--- config.mk ---
export PLATFORM = sky130hd
export DESIGN_NAME = spram_stream_ctrl
export DESIGN_NICKNAME = d
export VERILOG_FILES = /design/src/rtl/spram_ctrl_pkg.sv /design/src/rtl/spram_ctrl_skid.sv /design/src/rtl/spram_stream_ctrl.sv
export SDC_FILE = /design/constraint.sdc
export NUM_CORES = 1
export LEC_CHECK = 0
export ABC_CLOCK_PERIOD_IN_PS = 2830
export CAP_MARGIN = 20
export CORE_MARGIN = 4
export CORE_UTILIZATION = 30
export DETAILED_ROUTE_END_ITERATION = 6
export GPL_TIMING_DRIVEN = 1
export MAX_ROUTING_LAYER = met4
export PLACE_DENSITY_LB_ADDON = 0.2
export SLEW_MARGIN = 5
export SYNTH_ARGS = -nofsm -noshare
export SYNTH_HDL_FRONTEND = slang
export SYNTH_SLANG_ARGS = --single-unit
export TNS_END_PERCENT = 10
--- constraint.sdc ---
create_clock -name clk -period 2.83 [get_ports clk]
set_input_delay 0.566 -clock clk [delete_from_list [all_inputs] [get_ports clk]]
set_output_delay 0.566 -clock clk [all_outputs]
set_load 0.1 [all_outputs]
--- src/rtl/spram_ctrl_pkg.sv ---
// spram_ctrl_pkg
//   Shared types and constants for the single-port BRAM stream controller.
//   - state_t : controller FSM encoding (IDLE/WRITE/READ/DRAIN/DONE)
//   - GEO_*   : address/data width pairs of the three supported RAM geometries
package spram_ctrl_pkg;

  typedef enum logic [2:0] {
    ST_IDLE  = 3'd0,
    ST_WRITE = 3'd1,
    ST_READ  = 3'd2,
    ST_DRAIN = 3'd3,
    ST_DONE  = 3'd4
  } state_t;

  // 512 x 40
  localparam int GEO512_ADDR_W  = 9;
  localparam int GEO512_DATA_W  = 40;
  // 1024 x 20
  localparam int GEO1024_ADDR_W = 10;
  localparam int GEO1024_DATA_W = 20;
  // 2048 x 10
  localparam int GEO2048_ADDR_W = 11;
  localparam int GEO2048_DATA_W = 10;

endpackage

--- src/rtl/spram_ctrl_skid.sv ---
// spram_ctrl_skid
//   Two-entry FIFO that catches words returning from the RAM's registered read
//   port so the read stream can stall without losing in-flight data.
// Ports
//   clk       in   clock, posedge
//   rst       in   synchronous active-high reset (flushes contents)
//   push      in   write push_data at the tail
//   push_data in   DATA_W word to store
//   pop       in   discard the head entry
//   count     out  number of stored entries (0..2)
//   head      out  oldest stored word (0 after reset)
module spram_ctrl_skid #(
  parameter int DATA_W = 40
) (
  input  logic              clk,
  input  logic              rst,
  input  logic              push,
  input  logic [DATA_W-1:0] push_data,
  input  logic              pop,
  output logic [1:0]        count,
  output logic [DATA_W-1:0] head
);

  logic [DATA_W-1:0] buf_r [2];
  logic              wptr_r;
  logic              rptr_r;
  logic [1:0]        count_r;

  // Storage, pointers and occupancy update.
  always_ff @(posedge clk) begin
    if (rst) begin
      buf_r[0] <= '0;
      buf_r[1] <= '0;
      wptr_r   <= 1'b0;
      rptr_r   <= 1'b0;
      count_r  <= 2'd0;
    end else begin
      if (push) begin
        buf_r[wptr_r] <= push_data;
        wptr_r        <= ~wptr_r;
      end
      if (pop) begin
        rptr_r <= ~rptr_r;
      end
      case ({push, pop})
        2'b10:   count_r <= count_r + 2'd1;
        2'b01:   count_r <= count_r - 2'd1;
        default: count_r <= count_r;
      endcase
    end
  end

  assign count = count_r;
  assign head  = buf_r[rptr_r];

endmodule

--- src/rtl/spram_stream_ctrl.sv ---
// spram_stream_ctrl
//   Initiator-side burst controller for a single-port BRAM. A command
//   (base, len, direction) streams words from the wr_* stream into the RAM or
//   from the RAM onto the rd_* stream. The RAM's 1-cycle read latency is
//   absorbed by a 2-entry skid buffer, so reads sustain one word per cycle.
// Build option
//   SPRAM_CTRL_WRAP_EN : addresses wrap modulo 2**ADDR_W and err is never set;
//                        undefined, a burst running past the top is rejected
//                        with done+err and no RAM access.
// Ports
//   clk, rst                       clock, synchronous active-high reset
//   cmd_valid/ready/write/base/len burst command handshake
//   wr_valid/ready/data            write stream (consumed during WRITE)
//   rd_valid/ready/data            read stream (produced during READ/DRAIN)
//   done, err                      1-cycle completion pulse, err qualified by done
//   mem_addr/we/din, mem_dout      RAM port
module spram_stream_ctrl
  import spram_ctrl_pkg::*;
#(
  parameter int ADDR_W = 9,
  parameter int DATA_W = 40,
  parameter int LEN_W  = ADDR_W + 1
) (
  input  logic              clk,
  input  logic              rst,
  input  logic              cmd_valid,
  output logic              cmd_ready,
  input  logic              cmd_write,
  input  logic [ADDR_W-1:0] cmd_base,
  input  logic [LEN_W-1:0]  cmd_len,
  input  logic              wr_valid,
  output logic              wr_ready,
  input  logic [DATA_W-1:0] wr_data,
  output logic              rd_valid,
  input  logic              rd_ready,
  output logic [DATA_W-1:0] rd_data,
  output logic              done,
  output logic              err,
  output logic [ADDR_W-1:0] mem_addr,
  output logic              mem_we,
  output logic [DATA_W-1:0] mem_din,
  input  logic [DATA_W-1:0] mem_dout
);

  state_t            state_r, state_nxt_s;
  logic [ADDR_W-1:0] cur_r;
  logic [LEN_W-1:0]  rem_r;
  logic              err_r;
  logic              inflight_r;
  logic [ADDR_W-1:0] mem_addr_r;
  logic [DATA_W-1:0] mem_din_r;

  logic              accept_s;
  logic              wfire_s;
  logic              issue_s;
  logic              pop_s;
  logic              overflow_s;
  logic [1:0]        count_s;
  logic [1:0]        occ_s;
  logic [DATA_W-1:0] head_s;

`ifdef SPRAM_CTRL_WRAP_EN
  assign overflow_s = 1'b0;
`else
  // Burst end compared against the address space size with two spare bits.
  localparam logic [ADDR_W+1:0] SPACE = {2'b01, {ADDR_W{1'b0}}};
  logic [ADDR_W+1:0] end_s;
  assign end_s      = {2'b00, cmd_base} + (ADDR_W+2)'(cmd_len);
  assign overflow_s = (end_s > SPACE);
`endif

  assign accept_s = !rst && (state_r == ST_IDLE) && cmd_valid;
  assign wfire_s  = !rst && (state_r == ST_WRITE) && wr_valid;
  assign pop_s    = !rst && ((state_r == ST_READ) || (state_r == ST_DRAIN))
                    && (count_s != 2'd0) && rd_ready;
  // Buffered plus in-flight words; a pop in the same cycle frees a slot.
  assign occ_s    = count_s + {1'b0, inflight_r};
  assign issue_s  = !rst && (state_r == ST_READ)
                    && ((occ_s < 2'd2) || ((occ_s == 2'd2) && pop_s));

  spram_ctrl_skid #(.DATA_W(DATA_W)) u_skid (
    .clk       (clk),
    .rst       (rst),
    .push      (inflight_r),
    .push_data (mem_dout),
    .pop       (pop_s),
    .count     (count_s),
    .head      (head_s)
  );

  // Next-state decode.
  always_comb begin
    state_nxt_s = state_r;
    case (state_r)
      ST_IDLE: begin
        if (accept_s) begin
          if ((cmd_len == LEN_W'(0)) || overflow_s) begin
            state_nxt_s = ST_DONE;
          end else if (cmd_write) begin
            state_nxt_s = ST_WRITE;
          end else begin
            state_nxt_s = ST_READ;
          end
        end else begin
          state_nxt_s = ST_IDLE;
        end
      end
      ST_WRITE: begin
        if (wfire_s && (rem_r == LEN_W'(1))) begin
          state_nxt_s = ST_DONE;
        end else begin
          state_nxt_s = ST_WRITE;
        end
      end
      ST_READ: begin
        if (issue_s && (rem_r == LEN_W'(1))) begin
          state_nxt_s = ST_DRAIN;
        end else begin
          state_nxt_s = ST_READ;
        end
      end
      ST_DRAIN: begin
        // Leave as soon as the final buffered word is being popped.
        if (!inflight_r && ((count_s == 2'd0) || ((count_s == 2'd1) && pop_s))) begin
          state_nxt_s = ST_DONE;
        end else begin
          state_nxt_s = ST_DRAIN;
        end
      end
      ST_DONE:  state_nxt_s = ST_IDLE;
      default:  state_nxt_s = ST_IDLE;
    endcase
  end

  // State register.
  always_ff @(posedge clk) begin
    if (rst) begin
      state_r <= ST_IDLE;
    end else begin
      state_r <= state_nxt_s;
    end
  end

  // Burst bookkeeping, read pipeline flag and held RAM-port values.
  always_ff @(posedge clk) begin
    if (rst) begin
      cur_r      <= '0;
      rem_r      <= '0;
      err_r      <= 1'b0;
      inflight_r <= 1'b0;
      mem_addr_r <= '0;
      mem_din_r  <= '0;
    end else begin
      inflight_r <= issue_s;
      if (accept_s) begin
        cur_r <= cmd_base;
        rem_r <= cmd_len;
        err_r <= (cmd_len != LEN_W'(0)) && overflow_s;
      end else if (wfire_s || issue_s) begin
        cur_r      <= cur_r + ADDR_W'(1);
        rem_r      <= rem_r - LEN_W'(1);
        mem_addr_r <= cur_r;
      end
      if (wfire_s) begin
        mem_din_r <= wr_data;
      end
    end
  end

  // Port drive; everything is forced low while reset is asserted.
  always_comb begin
    cmd_ready = !rst && (state_r == ST_IDLE);
    wr_ready  = !rst && (state_r == ST_WRITE);
    rd_valid  = !rst && (count_s != 2'd0);
    done      = !rst && (state_r == ST_DONE);
    err       = !rst && (state_r == ST_DONE) && err_r;
    mem_we    = wfire_s;
    if (rst) begin
      rd_data  = '0;
      mem_addr = '0;
      mem_din  = '0;
    end else begin
      rd_data  = head_s;
      mem_addr = (wfire_s || issue_s) ? cur_r : mem_addr_r;
      mem_din  = wfire_s ? wr_data : mem_din_r;
    end
  end

endmodule

## Yosys cells after proc, flatten, opt, wreduce, memory -nomap -nowiden

Memories as Yosys holds them, arrays and structs flattened. A register that Yosys moved wholly into a read port is not among the register bits.
Index checks and enable logic that the tools add are counted.

| word-level totals | value |
|---|---|
| bits in registers | 77 |
| RAM bits | 80 |
| input bits | 105 |
| word-level logic and storage cells | 90 |
| memories kept | 1 |

Memories:

| memory | depth | bits a word | rd ports | clocked after memory_dff | write ports | RTL line | RTL |
|---|---|---|---|---|---|---|---|
| u_skid.buf_r | 2 | 40 | 1 | 1 | 2 | spram_ctrl_skid.sv:24 | `logic [DATA_W-1:0] buf_r [2];` |

| operators by class | value |
|---|---|
| $add $sub $neg | 6 |
| magnitude comparators | 2 |
| eq/ne operators | 9 |
| mux-type cells | 27 |
| bitwise operators | 2 |
| reduce and logical (&&, ||, !) cells | 33 |

Operators by type and width:

| cell | number |
|---|---|
| 40-bit two-way mux | 4 |
| 40-bit OR reduction | 1 |
| 9-bit two-way mux | 4 |
| 10-bit two-way mux | 2 |
| 1-bit logical AND | 18 |
| 3-bit two-way mux | 4 |
| 3-bit one-hot mux with 4 select lines | 1 |
| 9-bit by 10-bit adder with 11-bit output | 1 |
| 11-bit by 10-bit > comparator with 1-bit output, second input constant | 1 |
| 10-bit by 1-bit == test with 1-bit output, second input constant | 1 |
| 10-bit logical NOT | 1 |
| 1-bit two-way mux | 10 |
| 10-bit nonzero test | 1 |
| 10-bit by 1-bit subtractor with 10-bit output, second input constant | 1 |
| 9-bit by 1-bit adder with 9-bit output, second input constant | 1 |
| 3-bit by 2-bit == test with 1-bit output, second input constant | 2 |
| 2-bit nonzero test | 3 |
| 1-bit logical OR | 5 |
| 2-bit by 1-bit == test with 1-bit output, second input constant | 2 |
| 2-bit == test, second input constant | 2 |
| 2-bit one-hot mux with 2 select lines | 1 |
| 3-bit by 1-bit == test with 1-bit output, second input constant | 1 |
| 3-bit == test, second input constant | 1 |
| 3-bit logical NOT | 1 |
| 8 further kinds | 10 |

## Logic depth before layout (Yosys ltp)

Gate-level depths: netlist (run 1).

| logic depth | value |
|---|---|
| word-level depth | 11 |
| depth in mapped cells | 10 |

## Cells and area by module

From an unflattened synthesis (run 1), not the netlist that was laid out.

| unflattened totals | value |
|---|---|
| cell total of the unflattened synthesis | 773 |
| area total of the unflattened synthesis | 7609.8 um^2 |

Modules (own cells, without submodules):

| module | times used | cells an instance | area each (um^2) |
|---|---|---|---|
| spram_stream_ctrl | 1 | 493 | 3925.0 |
| spram_ctrl_skid | 1 | 280 | 3684.8 |

## Least setup slack after synthesis (run 1)

OpenSTA, ideal clock, no wires.

| timing path | value |
|---|---|
| kind | input to output |
| start point | input port rst |
| end point | output port mem_addr[0] |
| arrival time | 5054 ps |
| data required time | 2264 ps |
| setup slack | -2790 ps |
| cell stages on the path | 8 |
| cells stage by stage | nor4b_2 > nand2_1 > inv_2 > a31o_2 > buf_2 > buf_2 > nand2_1 > a21oi_1 |

| between the ends | value |
|---|---|
| word-level cells in the longest chain between the ends | 10 |
| elaborated cells on any way between the ends | 13 |

RTL lines:

| item | RTL line | RTL |
|---|---|---|
| start, declared | spram_stream_ctrl.sv:25 | `input logic rst,` |
| 1-bit logical NOT | spram_stream_ctrl.sv:73, spram_stream_ctrl.sv:74, spram_stream_ctrl.sv:78 |  |
| 1-bit logical AND | spram_stream_ctrl.sv:74 | `assign pop_s = !rst && ((state_r == ST_READ) \|\| (state_r == ST_DRAIN))` |
| 1-bit logical AND (2 in series) | spram_stream_ctrl.sv:75 | `&& (count_s != 2'd0) && rd_ready;` |
| 1-bit logical AND | spram_stream_ctrl.sv:79 | `&& ((occ_s < 2'd2) \|\| ((occ_s == 2'd2) && pop_s));` |
| 1-bit logical OR | spram_stream_ctrl.sv:79 |  |
| 1-bit logical AND | spram_stream_ctrl.sv:79 |  |
| 1-bit logical OR | spram_stream_ctrl.sv:184 | `mem_addr = (wfire_s \|\| issue_s) ? cur_r : mem_addr_r;` |
| 9-bit two-way mux | n/a |  |
| 9-bit two-way mux * | spram_stream_ctrl.sv:178 | `if (rst) begin` |
| end, declared | spram_stream_ctrl.sv:39 | `output logic [ADDR_W-1:0] mem_addr,` |

Every way passes the cells marked *; elsewhere a longest branch is shown, timed or not.

## Worst setup path after layout (run 1)

| timing path | value |
|---|---|
| start point | register u_skid.count_r[0] (netlist: u_skid.count[0]) |
| end point | output port mem_addr[6] |

| between the ends | value |
|---|---|
| word-level cells in the longest chain between the ends | 9 |
| elaborated cells on any way between the ends | 12 |

RTL lines:

| item | RTL line | RTL |
|---|---|---|
| start, declared | spram_ctrl_skid.sv:27 | `logic [1:0] count_r;` |
| start signal, assigned | spram_ctrl_skid.sv:46 | `2'b10: count_r <= count_r + 2'd1;` |
| start signal, assigned | spram_ctrl_skid.sv:47 | `2'b01: count_r <= count_r - 2'd1;` |
| start signal, assigned | spram_ctrl_skid.sv:48 | `default: count_r <= count_r;` |
| parallel branches: the longest is 4 deep, another holds 2-bit by 1-bit adder with 2-bit output | n/a |  |
| 1-bit logical OR * | spram_stream_ctrl.sv:79 |  |
| 1-bit logical AND * | spram_stream_ctrl.sv:79 |  |
| 1-bit logical OR * | spram_stream_ctrl.sv:184 |  |
| 9-bit two-way mux * | n/a |  |
| 9-bit two-way mux * | spram_stream_ctrl.sv:178 |  |

Every way passes the cells marked *.

==> results_dict.tcl, run 1 <==
set metrics [dict create \
    p_sw_share_pct 29.2 \
    synth_area_leaders "edfxtp_1 (32%), dfxtp_1 (21%), and2_1 (7.0%), nand2_1 (5.9%), mux2i_1 (5.5%)" \
    cts_root_buf "clkbuf_16" \
    start_util_pct 30.4 \
    min_period_ps 2900 \
    grt_pass1_vias 6179 \
    cp.arrival_ps 2330 \
    p_switching_mw 1.71 \
    crit_path_start_kind "flop" \
    drc 0 \
    syn_area_per_cell_um2 10.0 \
    ys.flop_type "edfxtp_1" \
    dieWidth_um 165 \
    grt_overflow 0 \
    place_congestion 0.827 \
    antenna_found_initial 0 \
    slowest_stage "o41ai_4" \
    synth-warning-count 0 \
    grt_pass1_wl_mm 32.7 \
    status "finished with violations" \
    clock-sinks 158 \
    slew_violations 0 \
    row_count 57 \
    h-tree-depth 4 \
    first_pass_iters 4 \
    timing.final.crit_share_pct 102 \
    reg2reg_slack_ps 330 \
    synth_area_leader_cell "edfxtp_1" \
    yosysUniqueCellTypes 64 \
    ir_worst_vdd_uv 298 \
    crit_type "reg -> out" \
    yosysSeqAreaShare_pct 53.6 \
    clk_pin_slew_ps 70 \
    instances_no_fill 1305 \
    cts_buffers 17 \
    max_stage_delay_ps 360 \
    setup_violations 6 \
    cap_violations 0 \
    netlist_instances 736 \
    synth_nets 858 \
    fmax_mhz 345 \
    worstPathRequired_ps 2260 \
    dp_cells 1267 \
    clock_path_buffers 2 \
    cts_hold_buffers 0 \
    synth_seq_cells 158 \
    antenna_left 0 \
    port_buffers 199 \
    synthArstFlopShare_pct 0 \
    boundaryPins 200 \
    p_leak_nw 4.59 \
    tritoncts "built" \
    num_antenna_cells 0 \
    violations "negative setup slack" \
    synthesis.area_mm2 0.00740 \
    num_vias 6050 \
    rsz0062_at_grt "true" \
    routed_via_density 4.64 \
    synth_edf_count 80 \
    grt_usage_pct 15.9 \
    final-hold-violation-count 0 \
    hold_class "reg -> reg" \
    die_h_um 165 \
    setup_ws_ps -66.7 \
    internal-power_mw 4.14 \
    comb_power_share_pct 17.4 \
    power_frac_clock_pct 39.1 \
    fillers 2279 \
    yosys.area.top_type_share_pct 32.5 \
    relSlewSlack_pct 48.0 \
    clk_latency_ps 430 \
    hpwl_mm 13.9 \
    tightest_slew_ps 780 \
    wl_per_cell_um 16.0 \
    final_nets 1090 \
    whs_ps 490 \
    core_mm2 0.0243 \
    crit_chain "buf_6 > inv_4 > ha_4 > o41ai_4 > buf_4 > a31o_4 > nand2_4 > a21oi_4 > buf_12" \
    end_kind "output port" \
    powerDensity_mw_per_mm2 506 \
    fp.dieArea_mm2 0.0272 \
    crit_fanout 5 \
    finClkSkew_ps 13.3 \
    grt_start_max_net_pins 76 \
    wl_mm 20.9 \
    drive_gt1_share_pct 25.5 \
    path_buf_inv 4 \
    power_mw 5.85 \
    drtIter0Drc 393 \
    p_seq_share_pct 43.6 \
    critPathTopFamily "compound AO/OA/AOI/OAI gates" \
    area_growth_pct 56.1 \
]
## timing repair
| action | 4_1_cts | 5_1_grt |
|---|---|---|
| setup buffers | 1 | 3 |
| setup endpoints to repair | 49 | 49 |
| pin swaps | 6 | 17 |
| gates cloned | 1 | 1 |
| endpoints found under the hold margin | 0 | 0 |
| gates resized for setup | 9 | 25 |
## cells by family after synthesis
logic type / count (synthesis) / synth area share, %
compound gates: 94 / 8.65
xor+xnor: 7 / 0.829
fa+ha+maj: 17 / 2.98
buf+inv: 56 / 2.88
flops: 158 / 53.6
mux: 44 / 6.01
simple gates: 360 / 25.1
## path summary, 6_finish.rpt
path / from / to / cells past startpoint
hold / removal: mem_addr_r[4] / mem_addr_r[4] / 2
setup / recovery: u_skid.count[0] / mem_addr[6] / 9
hold reg to reg: mem_addr_r[4] / mem_addr_r[4] / 2
setup reg to reg: u_skid.count[0] / cur_r[7] / 12
## power groups by stage
stage | Clock [mW] | Sequential [mW] | Combinational (mW)
global route | 2.46 | 2.56 | 1.09
floorplan | 0 | 2.58 | 0.597
finish | 2.28 | 2.55 | 1.01
detailed placement | 0 | 2.60 | 1.00
global placement | 0 | 2.59 | 1.00
CTS | 2.36 | 2.54 | 1.01
## sequential cells by signal (all words and copies together), names as in the netlist, named ones only
name,flops
err_r,1
u_skid.rptr_r,1
u_skid.wptr_r,1
cur_r,9
u_skid.buf_r,80
rem_r,10
state_r,3
inflight_r,1
u_skid.count,2
mem_addr_r,9
mem_din_r,40
## layout make-up
| type | count | area (um2) | share of cell area, % |
|---|---|---|---|
| clock buffer | 18 | 429 | 3.72 |
| tap | 324 | 405 | 3.51 |
| inverter | 14 | 57.6 | 0.498 |
| sequential | 158 | 3970 | 34.4 |
| clock inverter | 14 | 145 | 1.26 |
| timing repair buffer | 253 | 2930 | 25.3 |
| multi-input combinational | 524 | 3610 | 31.3 |
## cells in the final DEF (no fill, tap or decap), types with 3 or more instances in the layout
master           netlist  layout
clkbuf_16              0      17
nand3b_1              41      41
nand2_1              116      92
nor3b_1                4       3
buf_12                 0      61
nor4_1                 5       3
xor2_1                 5       4
nand2_2                0       7
clkdlybuf4s50_1        0     102
and2_1                83      82
inv_8                  0       3
o211ai_1               6       6
nor2_1                76      75
inv_6                  0       5
a21oi_1               34      25
o21a_1                 4       4
nor3_1                 7       6
a211oi_1               5       5
ha_1                  16      15
edfxtp_1              80      80
a21o_1                 3       3
nand2_4                0      17
dfxtp_1               78      73
buf_4                  0      88
dfxtp_2                0       5
a21oi_4                0       9
a31oi_1                3       3
or3_1                  3       3
mux2i_1               41      41
o21ai_0               10      10
nand4_1                3       3
inv_1                 13      10
mux2_2                 3       3
## layer usage
layer	global-route usage, %	part of all wire, %	vias up
li1	-	-	3038
met1	20.2	45	2855
met2	24.4	47	149
met3	5.57	7.7	8
met4	3.63	0.62	0
met5	-	0	-
## stage by stage
stage,cell area (um2),setup slack (ps),util [%],TNS [ps]
detailed placement,10800,-441,44.4,-5480
CTS,11400,-153,47.0,-1180
floorplan,7680,-804,-,-57260
global route,11500,-131,47.5,-807
finish,11500,-66.7,47.5,-320
global placement,10800,-407,44.4,-4770
## worst min-delay path, cell delays in order, from the launching register on
cell and delay, ps:
dfxtp_1 310, nand2_2 80, a21oi_1 60
## Yosys cell counts (3+ instances only)
library cell  number
nand2_1          116
and2_1            83
edfxtp_1          80
dfxtp_1           78
nor2_1            76
mux2i_1           41
nand3b_1          41
clkbuf_1          36
a21oi_1           34
ha_1              16
inv_1             13
o21ai_0           10
nor3_1             7
o211ai_1           6
a211oi_1           5
nor4_1             5
xor2_1             5
buf_1              4
nor3b_1            4
o21a_1             4
a21o_1             3
a31oi_1            3
and3_1             3
mux2_2             3
nand4_1            3
or3_1              3
No activity file was read; power rests on OpenSTA's default activity.
==> run 2: changes to the inputs <==
--- a/config.mk
+++ b/config.mk
@@ -7,7 +7,6 @@
 export LEC_CHECK = 0
 export ABC_CLOCK_PERIOD_IN_PS = 2830
 export CAP_MARGIN = 20
-export CORE_MARGIN = 4
 export CORE_UTILIZATION = 30
 export DETAILED_ROUTE_END_ITERATION = 6
 export GPL_TIMING_DRIVEN = 1
==> run 2 against run 1 <==
Compared with the run above:
- the run still ends with negative setup slack left
- worst hold slack lost 7.6 ps
- clock-buffer cell count shrank 1
- wire length shrank 2.9%
- flip-flop and latch count is the same
- critical path type unchanged
==> results_dict.tcl, run 2 (synthesized netlist as in run 1, its figures left out) <==
set metrics [dict create \
    end_kind "output port" \
    wl_mm 20.3 \
    wl_per_cell_um 15.5 \
    largest_reg_flops 80 \
    mostFrequentLayoutCells "clkdlybuf4s50_1 (102), buf_4 (86), and2_1 (82)" \
    cap_violations 0 \
    crit_path_start_kind "flop" \
    fillers 2270 \
    grt_usage_pct 16.7 \
    reg2reg_depth 10 \
    min_period_ps 3010 \
    drc 0 \
    max_stage_delay_ps 410 \
    row_count 57 \
    worstHoldPathCells 2 \
    final_nets 1096 \
    port_buffers 199 \
    clock-sinks 158 \
    grt_pass1_wl_mm 32.1 \
    tritoncts "built" \
    relSlewSlack_pct 52.4 \
    worstPathRequired_ps 2260 \
    dieWidth_um 159 \
    first_pass_iters 5 \
    tns_ps -1500 \
    status "finished with violations" \
    final-hold-violation-count 0 \
    clk_latency_ps 430 \
    slew_violations 0 \
    fp.dieArea_mm2 0.0253 \
    num_vias 6125 \
    hpwl_mm 13.6 \
    die_h_um 159 \
    area_growth_pct 58.9 \
    drtIter0Drc 351 \
    multi_input_area_mm2 0.00362 \
    rr_endpoint "cur_r[7]" \
    slowest_stage "or3b_4" \
    pre_cts_ws_ps -626 \
    powerDensity_mw_per_mm2 513 \
    ir_worst_vdd_uv 364 \
    finClkSkew_ps 12.6 \
    antenna_left 0 \
    cts_buffers 17 \
    reg2reg_from "state_r[2]" \
    fmax_mhz 332 \
    setup_ws_ps -183 \
    violations "negative setup slack" \
    h-tree-depth 4 \
    reg2reg_slack_ps 220 \
    timing.final.crit_share_pct 106 \
    clock_path_buffers 2 \
    boundaryPins 200 \
    grt_overflow 0 \
    num_antenna_cells 0 \
    critPathLaunch "state_r[2]" \
    clk_pin_slew_ps 70 \
    routed_via_density 4.67 \
    tightest_slew_ps 714 \
    seq_area_mm2 0.00397 \
    final_common_cell "clkdlybuf4s50_1" \
    antenna_found_initial 0 \
    hold_class "reg -> reg" \
    grt_start_max_net_pins 71 \
    whs_ps 482 \
    grt_pass1_vias 6162 \
    cts_root_buf "clkbuf_16" \
    crit_fanout 6 \
    p_leak_nw 4.58 \
    holdPathEnd "rem_r[3]" \
    hp-start "rem_r[3]" \
    rsz0062_at_grt "true" \
    place_congestion 0.809 \
    cp.arrival_ps 2450 \
    regMostFlops "u_skid.buf_r" \
    reg.largest.list "u_skid.buf_r (80), mem_din_r (40), rem_r (10)" \
    setup_violations 9 \
    crit_type "reg -> out" \
    crit_chain "or3b_4 > o41ai_4 > buf_4 > a31o_4 > nand2_2 > a21oi_4 > buf_12" \
    core_mm2 0.0242 \
    start_util_pct 30.5 \
    drive_gt1_share_pct 27.3 \
]
[run 2: changes by cell type in the layout (fill, tap and decap cells not counted), sizes merged]
cell	delta
bufinv	+1
dlygate4sd2	+1
clkinv	+1
buf	+6
dlymetal6s2s	-1
clkbuf	-1
inv	-1
[run 2: worst max-delay path, delay by kind of cell, from the launching register on]
family / cells / cell delay, ps
AO/OA/AOI/OAI: 3 / 780
AND/OR/NAND/NOR: 2 / 510
buffers and inverters: 2 / 390
flip-flops: 1 / 350
[run 2: layout make-up]
class	instances	share of cell area (%)
Sequential cell	158	33.8
Multi-Input combinational cell	524	30.8
Timing Repair Buffer	259	26.2
Clock buffer	17	3.62
Tap cell	324	3.45
Clock inverter	15	1.68
Inverter	14	0.490
[run 2: per-stage QoR]
stage / std cells / total power [mW] / area, um2 / util [%]
6_report: 1311 / 6.03 / 11800 / 48.5
5_1_grt: 1311 / 6.27 / 11800 / 48.5
4_1_cts: 1310 / 6.10 / 11600 / 48.0
3_5_place_dp: 1275 / 3.62 / 11000 / 45.3
3_3_place_gp: 1275 / 3.62 / 11000 / 45.3
2_1_floorplan: 736 / 3.18 / 7680 / -
[run 2: how the worst max path moves through the flow]
stage          depth (start not counted)          end
2_1_floorplan                          8  mem_addr[4]
3_3_place_gp                           8  mem_addr[8]
3_5_place_dp                           8  mem_addr[3]
4_1_cts                                9  mem_addr[3]
5_1_grt                                7  mem_addr[4]
6_report                               7  mem_addr[3]
[run 2: power breakdown]
part | internal (mW) | switching (mW) | total, mW
Combinational | 0.424 | 0.612 | 1.04
Sequential | 2.49 | 0.0548 | 2.54
Clock | 1.35 | 1.10 | 2.45
[run 2: per-layer routing]
metal  track usage [%]  up-vias  wire length [um]
met5                 -        -                 0
met4              5.90        0               321
met3              4.92       20              1290
met2              27.3      154              9810
met1              19.6     2889              8900
li1                  -     3062                 -
[run 2: repair_timing]
| item | 4_1_cts | 5_1_grt |
|---|---|---|
| hold buffers | 0 | 0 |
| setup endpoints to repair | 9 | 50 |
| buffers inserted | 2 | 0 |
| pin swaps | 2 | 4 |
| resized for setup | 5 | 33 |
| gates cloned | 1 | 1 |
